**src/rtl/piso_serializer.sv**
```systemverilog
// piso_serializer: valid/ready parallel-in serial-out transmitter with generated sclk and one-word hold buffer
module piso_serializer #(
   parameter int SIZE        = 8,
   parameter int HALF_PERIOD = 2,
   parameter bit MSB_FIRST   = 1'b1
) (
   input  logic            clk_in,
   input  logic            reset_in,
   input  logic [SIZE-1:0] data_in,
   input  logic            valid_in,
   output logic            ready_out,
   output logic            serial_out,
   output logic            sclk_out,
   output logic            busy_out,
   output logic            frame_done_out
);
   localparam int BW = $clog2(SIZE);
   localparam int HW = (HALF_PERIOD > 1) ? $clog2(HALF_PERIOD) : 1;
   localparam logic [BW-1:0] BIT_LAST  = BW'(SIZE - 1);
   localparam logic [HW-1:0] HALF_LAST = HW'(HALF_PERIOD - 1);

   typedef enum logic {IDLE, SHIFT} state_t;

   state_t          r_state;
   logic [SIZE-1:0] r_shift;
   logic [SIZE-1:0] r_hold;
   logic            r_hold_full;
   logic [BW-1:0]   r_bit;
   logic [HW-1:0]   r_half;
   logic            r_sclk;
   logic            r_serial;
   logic            r_busy;
   logic            r_ready;
   logic            r_done;

   logic            w_accept;
   logic            w_half_end;
   logic            w_frame_end;
   logic            w_first;
   logic [SIZE-1:0] w_load;
   logic [SIZE-1:0] w_shifted;

   assign w_accept    = valid_in && r_ready;
   assign w_load      = r_hold_full ? r_hold : data_in;
   assign w_first     = MSB_FIRST ? w_load[SIZE-1] : w_load[0];
   assign w_shifted   = MSB_FIRST ? {r_shift[SIZE-2:0], 1'b0} : {1'b0, r_shift[SIZE-1:1]};
   assign w_half_end  = (r_half == HALF_LAST);
   assign w_frame_end = (r_state == SHIFT) && w_half_end && r_sclk && (r_bit == BIT_LAST);

   always_ff @(posedge clk_in) begin
      if (reset_in) begin
         r_state     <= IDLE;
         r_shift     <= '0;
         r_hold      <= '0;
         r_hold_full <= 1'b0;
         r_bit       <= '0;
         r_half      <= '0;
         r_sclk      <= 1'b0;
         r_serial    <= 1'b0;
         r_busy      <= 1'b0;
         r_ready     <= 1'b0;
         r_done      <= 1'b0;
      end else begin
         r_done  <= w_frame_end;
         r_ready <= ~r_hold_full;
         if (w_accept && (r_state == SHIFT) && !w_frame_end) begin
            r_hold      <= data_in;
            r_hold_full <= 1'b1;
            r_ready     <= 1'b0;
         end
         // a fresh start and a gap-free reload at frame end share one load path
         if (((r_state == IDLE) && w_accept) || (w_frame_end && (r_hold_full || w_accept))) begin
            r_state     <= SHIFT;
            r_shift     <= w_load;
            r_serial    <= w_first;
            r_sclk      <= 1'b0;
            r_bit       <= '0;
            r_half      <= '0;
            r_busy      <= 1'b1;
            r_hold_full <= 1'b0;
            r_ready     <= 1'b1;
         end else if (w_frame_end) begin
            r_state  <= IDLE;
            r_serial <= 1'b0;
            r_sclk   <= 1'b0;
            r_busy   <= 1'b0;
            r_bit    <= '0;
            r_half   <= '0;
         end else if (r_state == SHIFT) begin
            r_half <= w_half_end ? '0 : r_half + 1'b1;
            if (w_half_end) begin
               r_sclk <= ~r_sclk;
               if (r_sclk) begin
                  r_bit    <= r_bit + 1'b1;
                  r_shift  <= w_shifted;
                  r_serial <= MSB_FIRST ? w_shifted[SIZE-1] : w_shifted[0];
               end
            end
         end
      end
   end

   assign ready_out      = r_ready;
   assign serial_out     = r_serial;
   assign sclk_out       = r_sclk;
   assign busy_out       = r_busy;
   assign frame_done_out = r_done;
endmodule
```
**config.mk**
```make
export PLATFORM = sky130hd
export DESIGN_NAME = piso_serializer
export DESIGN_NICKNAME = d
export VERILOG_FILES = /design/src/rtl/piso_serializer.sv
export SDC_FILE = /design/constraint.sdc
export NUM_CORES = 1
export LEC_CHECK = 0
export CORE_UTILIZATION = 48
export CTS_BUF_LIST = sky130_fd_sc_hd__clkbuf_8 sky130_fd_sc_hd__clkbuf_16
export CTS_CLUSTER_SIZE = 28
export DETAILED_ROUTE_END_ITERATION = 6
export PLACE_DENSITY = 0.75
export SLEW_MARGIN = 20
export SYNTH_ARGS = -nofsm -noshare
export SYNTH_HDL_FRONTEND = slang
export SYNTH_SLANG_ARGS = --single-unit
```
**constraint.sdc**
```tcl
create_clock -name clk_in -period 1.5 [get_ports clk_in]
set_clock_uncertainty 0.05 [all_clocks]
set_input_delay 0.3 -clock clk_in [delete_from_list [all_inputs] [get_ports clk_in]]
set_output_delay 0.3 -clock clk_in [all_outputs]
set_load 0.005 [all_outputs]
```
Word-level counts from Yosys, hierarchy flattened
Cells that the tools add are included.

Flip-flop bits (word level): 25. Input bits: 11. Output and inout port bits: 5. Logic and storage cells: 57.

$add $sub $neg: 2. Eq/ne operators: 2. Muxes and demuxes: 16. Bitwise logic cells: 3. Reduce and logical (&&, ||, !) cells: 24.

Operators by type and width (number): $mux W7 (5); $mux W1 (10); $reduce_bool A3 Y1 (3); $logic_and A1 B1 Y1 (8); $mux W8 (1); $reduce_bool A2 Y1 (4); $reduce_and A3 Y1 (2); $reduce_and A4 Y1 (1); $add A3 B1 Y3 const B (1); $eq A3 B3 Y1 const B (1); $not A1 Y1 (3); $reduce_or A3 Y1 (1); $logic_or A1 B1 Y1 (2); $ne A2 B1 Y1 const B (1); $reduce_and A2 Y1 (1); $reduce_or A2 Y1 (1); $add A1 B1 Y1 const B (1); $logic_not A1 Y1 (1).

Logic depth before layout (Yosys ltp)
Gate-level depths: netlist of run 1.

Depth after elaboration: 7. Depth in mapped cells: 6. Mapped depth without buffers: 5.

Worst setup path after synthesis of run 1
No wires, ideal clock.

Kind: register to register. Start point: register r_bit[0]. End point: register r_shift[1]. Library setup time: 0.095 ns. Arrival: 1.430 ns. Required time: 1.355 ns. Slack: -0.076 ns. Cell stages (with the launch flop): 7. Path buffers: 1. Period minus slack after synthesis: 1.576 ns. Cell sequence: dfxtp_1 ha_1 ha_1 nand4b_1 buf_6 mux2i_1 a221oi_1.

Cells in the longest elaborated chain, start to end: 6. Elaborated cells on any way between the ends: 10. Classes of those cells: eq/ne (2); mux (1); reduce/logical (7).

RTL lines: from (decl) (line 28) `logic [BW-1:0] r_bit;`; from (signal assigned) (line 94) `r_bit <= r_bit + 1'b1;`; $eq A3 B3 Y1 * (line 48) `assign w_frame_end = (r_state == SHIFT) && w_half_end && r_sclk && (r_bit == BIT_LAST);`; $logic_and A1 B1 Y1 * (line 48); $logic_and A1 B1 Y1 (line 72) `if (((r_state == IDLE) && w_accept) || (w_frame_end && (r_hold_full || w_accept))) begin`; $logic_or A1 B1 Y1 (line 72); $ne A2 B1 Y1 (no source line) / $reduce_bool A2 Y1 (equally long branches); $reduce_and A4 Y1 (no source line); to (signal assigned) (line 74) `r_shift <= w_load;`; to (signal assigned) (line 95) `r_shift <= w_shifted;`; to (decl) (line 25) `logic [SIZE-1:0] r_shift;`.

Every way passes the cells marked *; elsewhere a longest branch is shown, timed or not. A chain may end at the register's enable or synchronous reset.

Worst setup path after layout of run 1
Start point: register r_bit[0]. End point: register r_shift[2].

Same word-level chain as after synthesis.

==> results of run 1 <==
[cell families (layout without fill, tap and decap cells)]
group,after synthesis,after routing,share of synthesized area [%]
flops,25,25,41.3
mux,18,18,15.2
buf+inv,9,33,4.85
compound gates,24,24,16.6
xor+xnor,2,2,1.45
simple gates,42,42,18.6
fa+ha+maj,2,2,2.06
[per-stage QoR]
step,worst slack [ps],utilization [%],instance area (um^2),cells,hold WS (ps)
after floorplan,10.2,-,1230,122,381
after global placement,-141,63.2,1450,168,391
after detailed placement,-197,63.2,1450,168,401
after CTS,-86.9,67.0,1540,173,417
after global routing,-132,68.0,1560,174,426
final,-64.9,68.0,1560,174,410
[power by group through the flow]
stage          logic [mW]  clock network, mW  registers [mW]
2_1_floorplan       0.102                  0           0.726
3_3_place_gp        0.169                  0           0.731
3_5_place_dp        0.174                  0           0.733
4_1_cts             0.180              0.420           0.716
5_1_grt             0.205              0.443           0.721
6_report            0.187              0.400           0.716
[final timing paths]
path,start,end,cells past startpoint
max,r_bit[0]$_SDFFE_PP0P_,r_shift[2]$_SDFFE_PP0P_,6
min,r_hold[7]$_SDFFE_PP0P_,r_hold[7]$_SDFFE_PP0P_,2
max reg2reg,r_bit[0]$_SDFFE_PP0P_,r_shift[2]$_SDFFE_PP0P_,6
min reg2reg,r_hold[7]$_SDFFE_PP0P_,r_hold[7]$_SDFFE_PP0P_,2
[routing by layer]
metal	up-vias	global-route usage, %	wire length [um]
li1	499	-	-
met1	444	27.4	1160
met2	18	34.4	1120
met3	5	3.48	67
met4	0	10.5	44
met5	-	0	0
[final cells by class]
class / instances / area (um^2) / area share, %
Multi-Input combinational cell: 88 / 702 / 45.0
Sequential cell: 25 / 512 / 32.8
Timing Repair Buffer: 28 / 263 / 16.8
Clock buffer: 3 / 41.3 / 2.64
Tap cell: 28 / 35.0 / 2.24
Clock inverter: 1 / 5.00 / 0.321
Inverter: 1 / 3.75 / 0.240
[flip-flops by register name, summed over array words and instances (netlist names)]
| name | cells |
|---|---|
| r_hold | 8 |
| r_hold_full | 1 |
| r_bit | 3 |
| ready_out | 1 |
| r_shift | 7 |
| r_half | 1 |
| sclk_out | 1 |
| busy_out | 1 |
| serial_out | 1 |
| frame_done_out | 1 |
[placed cells by master (no fill, tap or decap), types with 2 or more instances in the layout]
| master | instances |
|---|---|
| a211oi_1 | 9 |
| a21oi_1 | 3 |
| a221oi_1 | 3 |
| a221oi_2 | 3 |
| and3_1 | 2 |
| buf_4 | 11 |
| clkbuf_8 | 3 |
| clkdlybuf4s50_1 | 14 |
| dfxtp_1 | 20 |
| dfxtp_2 | 3 |
| dfxtp_4 | 2 |
| ha_4 | 2 |
| mux2_2 | 3 |
| mux2i_1 | 14 |
| nand2_1 | 23 |
| nand3b_1 | 3 |
| nor2b_1 | 6 |
| nor3_1 | 2 |
[worst register-to-register path, cell delays in order, from the launching register on]
cell,delay (ps)
dfxtp_2,340
ha_4,160
ha_4,170
nand4b_1,180
buf_6,170
mux2i_2,160
a221oi_2,250
[timing repair]
item / CTS / global route
resized for setup: 12 / 3
gates cloned: 0 / 0
buffers inserted: 1 / 1
setup endpoints to repair: 11 / 12
pin swaps: 6 / 1
==> impl_results.md, run 1 <==
* Status: complete, but fails checks
* Failing checks: negative setup slack
* Main synth FF type: dfxtp_1
* Worst path top cell family by delay: flip-flops
* TritonCTS clock tree: done
* Yosys top cell area share at 41.3%
* Sw power at between 0.3 and 0.4 mW
* Pins Over Slew Limit at 0
* DRT Wirelength at between 2 and 2.5 mm
* Root Driver: clkbuf_8
* Gate power share at approximately 14%
* Final worst setup slack at -64.9 ps
* Routed Antenna Nets at 0
* Syn_area_per_cell at ~9.9 um^2
* Pre-antenna DRT Iters at 4
* CORE AREA at 2300 um^2
* Post-DP HPWL at 1.78 mm
* Top post-synthesis cells by count: dfxtp_1, nand2_1, mux2i_1
* IO Pins at 16
* Vias per cell at around 5.6
* Type of the most critical hold path: reg -> reg
* Number of buffers and inverters on the critical path at 1
* First-pass GRT wire length at between 4 and 5 mm
* Number of flops mapped to enable cells by yosys at 0
* Area contributors post-synth: dfxtp_1, mux2i_1, nand2_1
* Die W at between 50 and 60 um
* First DRT Iteration DRCs at 9
* Worst path slowest cell: dfxtp_2
* Clock share of power at between 30% and 40%
* Worst-Skew Late Latency at about 270 ps
* Initial antenna violation count at 0
* Chip Height at ~52 um
* Fin crit period at approximately 1600 ps
* Share of flip-flops with an asynchronous set or reset at 0%
* CP Class: reg -> reg
* ANT cells at 0
* CP max stage delay at between 300 and 400 ps
* Syn. warnings at 0
* Cell mode on critical path: ha_4
* Die Area at between 2000 and 3000 um^2
* Critical path startpoint category: register
* NumNets Final at 160
* Hold_buf cts at 0
* Final setup viols at 7
* CP Data Arrival Time at around 1700 ps
* RSZ-0062 raised after global routing: true
* Crit path required time at between 1500 and 2000 ps
* GP Congestion at ~0.73
* Final hold viol count at 0
* Gr usage total at approximately a fifth
* WL/cell at 13.7 um
* Initial core utilization at between 50 and 60%
* Synth Instances at roughly 120
* Slew Limit Headroom at between 70 and 80%
* P&R area growth vs syn at 28.8%
* Inserted Clock Buffers at 3
* Clock tree buffer depth at 2
* Internal at about 0.98 mW
* Residual DRC at 0
* Pwr Total at 1.30 mW
* Setup TNS at -220 ps
* Syn nets at about 140
* Crit-path max FO at 8
* Fin crit share at 104%
* Leak pwr at 0.589 nW
* Largest net degree at the start of global routing at 18
* Actual slew at the worst max-slew pin at ~440 ps
* Seq/Total Area, Yosys at between 40 and 50%
* Max-Cap Viols at 0
* Count of state elements after synthesis at 25
* Worst vdd ir at 0.680 mV
* Fill count at 185
* Post-synth top area cell: dfxtp_1
* Vias post-DR at 966
* Port bufs at 15
* Post-Syn Area at about 1200 um^2
* R2R Setup Slk at -60 ps
* Fmax at ~640 MHz
* H-tree levels at 1
* Row cnt at 17
* Nature of the critical path endpoint: register
* Worst-path clk slew at about 90 ps
* GRT Residual Overflow at 0
* Vias in the first global route at between 900 and 1000
* Count leader, synth: dfxtp_1
* Sw frac at 24.7%
* Flop pwr share at between 50% and 60%
* Cell variety after synth at 30
* Layout cells sized above 1 at 25.3%
* CP Cell Sequence: ha_4, ha_4, nand4b_1, buf_6, mux2i_2, a221oi_2
* PD cells at about 830 nW/um^2
* Clk sink count at 25
Note: power is estimated with default switching activity, not from simulation.
==> inputs of run 2 (changes only) <==
clock period = 1.3 ns   (was 1.5 ns; I/O delays follow)
==> run 2 against run 1 <==
  * Largest cell class unchanged
  * The run still ends with negative setup slack left
  * Cell count grew 1.7%
  * Global-route usage down 0.10 points
  * Critical path type unchanged
  * Non-clock buffer count increased by 3
  * Die area unchanged
  * Largest power group unchanged
  * Sequential power rose by 16%
==> impl_results.md, run 2 (same netlist as run 1, synthesis figures left out) <==
* Status: complete, but fails checks
* Failing checks: negative setup slack
* Nature of the critical path endpoint: register
* Commonest non-fill, non-tap cells in the layout: nand2_1, dfxtp_1, mux2i_1, buf_4, clkdlybuf4s50_1
* Register bank with the most flops: r_hold
* Crit path required time at 1420 ps (-210 ps)
* NumNets Final at 163 (+1.9%)
* Worst Hold Depth at 2 (unchanged)
* Root Driver: clkbuf_8
* Row cnt at 17 (unchanged)
* Final setup viols at 21 (+14)
* Final worst setup slack at -255 ps (-190 ps)
* Crit-path max FO at 8 (unchanged)
* Largest register FFs at 8 (unchanged)
* Fill count at 171 (-7.6%)
* Gr usage total at 21.2% (-0.10 points)
* R2R Setup Slk at -250 ps (-190 ps)
* DRT Wirelength at 2.52 mm (+5.4%)
* Max-Cap Viols at 0 (unchanged)
* Type of the most critical hold path: reg -> reg
* GP Congestion at 0.774 (+6.4%)
* RSZ-0062 raised after global routing: true
* Fin crit period at 1550 ps (-10.0 ps)
* Initial core utilization at 52.8% (unchanged)
* Vias in the first global route at 932 (-1.3%)
* First DRT Iteration DRCs at 9 (unchanged)
* Routed Antenna Nets at 0 (unchanged)
* First-pass GRT wire length at 4.24 mm (+0.17%)
* GRT Residual Overflow at 0 (unchanged)
* Slew Limit Headroom at 65.9% (-4.9 points)
* CORE AREA at 2300 um^2 (unchanged)
* TritonCTS clock tree: done
* Largest net degree at the start of global routing at 19 (+1)
* ANT cells at 0 (unchanged)
* Fmax at 643 MHz (+0.64%)
* CP Class: reg -> reg
* Commonest non-fill, non-tap cell in the layout: nand2_1
* H-tree levels at 1 (unchanged)
* Pre-antenna DRT Iters at 6 (+2)
* Vias per cell at 5.56 (+0.24%)
* Post-DP HPWL at 1.74 mm (-2.3%)
* Pins Over Slew Limit at 0 (unchanged)
* Layout cells sized above 1 at 32.2% (+6.9 points)
* Die W at 52.3 um (unchanged)
* Reg2reg start: r_bit[1]$_SDFFE_PP0P_
* P&R area growth vs syn at 34.9%
* Initial antenna violation count at 0 (unchanged)
* Regs by FF count: r_hold (8), r_shift (7), r_bit (3)
* Clk sink count at 25 (unchanged)
* Vias post-DR at 985 (+2.0%)
* Worst-path clk slew at 90 ps (about the same)
* Worst vdd ir at 0.724 mV (+6.4%)
* Worst-Skew Late Latency at 270 ps (about the same)
* Setup TNS at -3600 ps (-3380 ps)
* Residual DRC at 0 (unchanged)
* Final core area utilization at 71.2% (+3.2 points)
* Fin crit share at 120% (+15 points)
* Port bufs at 15 (unchanged)
* IO Pins at 16 (unchanged)
* PD cells at 930 nW/um^2 (+11%)
* Final hold viol count at 0 (unchanged)
* WL/cell at 14.2 um (+3.7%)
* CP Data Arrival Time at 1680 ps (-20 ps)
* Worst Hold Launch: r_hold[7]$_SDFFE_PP0P_
* Hold Path End: r_hold[7]$_SDFFE_PP0P_
* R2r endpoint: r_shift[3]$_SDFFE_PP0P_
* Chip Height at 52.3 um (unchanged)
* Clock tree buffer depth at 2 (unchanged)
* Cells on worst reg2reg path at 6 (unchanged)
* Actual slew at the worst max-slew pin at 512 ps (+73.2 ps)
* Leak pwr at 0.637 nW (+8.2%)
* Critical path startpoint category: register
* Inserted Clock Buffers at 3 (unchanged)
* Die Area at 2730 um^2 (unchanged)
run 2: cell count changes in the layout (fill, tap and decap cells not counted), sizes merged:
cell / delta
buf: +3
inv: +1
dlygate4sd2: +4
clkinv: -1
clkdlybuf4s50: -4
run 2: through the flow:
| step | instance area, um^2 | worst slack, ps | std cells | power (mW) | hold slack (ps) |
|---|---|---|---|---|---|
| finish | 1640 | -255 | 177 | 1.52 | 408 |
| global route | 1640 | -362 | 177 | 1.59 | 435 |
| floorplan | 1240 | -151 | 122 | 0.955 | 352 |
| CTS | 1560 | -295 | 176 | 1.50 | 413 |
| detailed placement | 1490 | -401 | 171 | 1.06 | 399 |
| global placement | 1490 | -300 | 171 | 1.05 | 392 |
run 2: cell type report:
type / instances / area [um^2] / share of cell area, %
well taps: 28 / 35.0 / 2.14
flip-flops and latches: 25 / 514 / 31.4
inverters: 1 / 3.75 / 0.230
clock inverters: 1 / 3.75 / 0.230
clock buffers: 3 / 41.3 / 2.52
repair buffers: 31 / 288 / 17.6
multi-input cells: 88 / 749 / 45.8
run 2: how the worst max path moves through the flow:
stage | from | to | slack [ps] | cells after the start
2_1_floorplan | r_bit[1]$_SDFFE_PP0P_ | r_shift[1]$_SDFFE_PP0P_ | -150 | 6
3_3_place_gp | valid_in | r_shift[0]$_SDFFE_PP0P_ | -300 | 4
3_5_place_dp | valid_in | r_shift[0]$_SDFFE_PP0P_ | -400 | 4
4_1_cts | r_bit[1]$_SDFFE_PP0P_ | r_shift[4]$_SDFFE_PP0P_ | -290 | 6
5_1_grt | r_bit[1]$_SDFFE_PP0P_ | r_shift[3]$_SDFFE_PP0P_ | -360 | 6
6_report | r_bit[1]$_SDFFE_PP0P_ | r_shift[3]$_SDFFE_PP0P_ | -250 | 6
run 2: routing by layer:
metal / global-route usage, % / routed length, um / part of all wire (%)
met1: 28.1 / 1200 / 48
met4: 9.21 / 16 / 0.63
met5: 0 / 0 / 0
met3: 2.61 / 60 / 2.4
met2: 34.4 / 1250 / 49
run 2: critical path, cell delays in order, from the launching register on:
cell and delay, ps:
dfxtp_2 350, ha_4 160, ha_4 170, nand4b_1 190
buf_6 170, mux2i_1 120, a221oi_1 250
run 2: timing repair:
item	CTS	global route
pin swaps	2	5
gates resized for setup	15	14
endpoints found under the setup margin	27	22
cloned	0	0
setup buffers	1	1
hold buffers	0	0
run 2: report_power, final:
group	internal [mW]	switching, mW
sequential	0.798	0.0293
combinational	0.127	0.111
clock	0.211	0.244
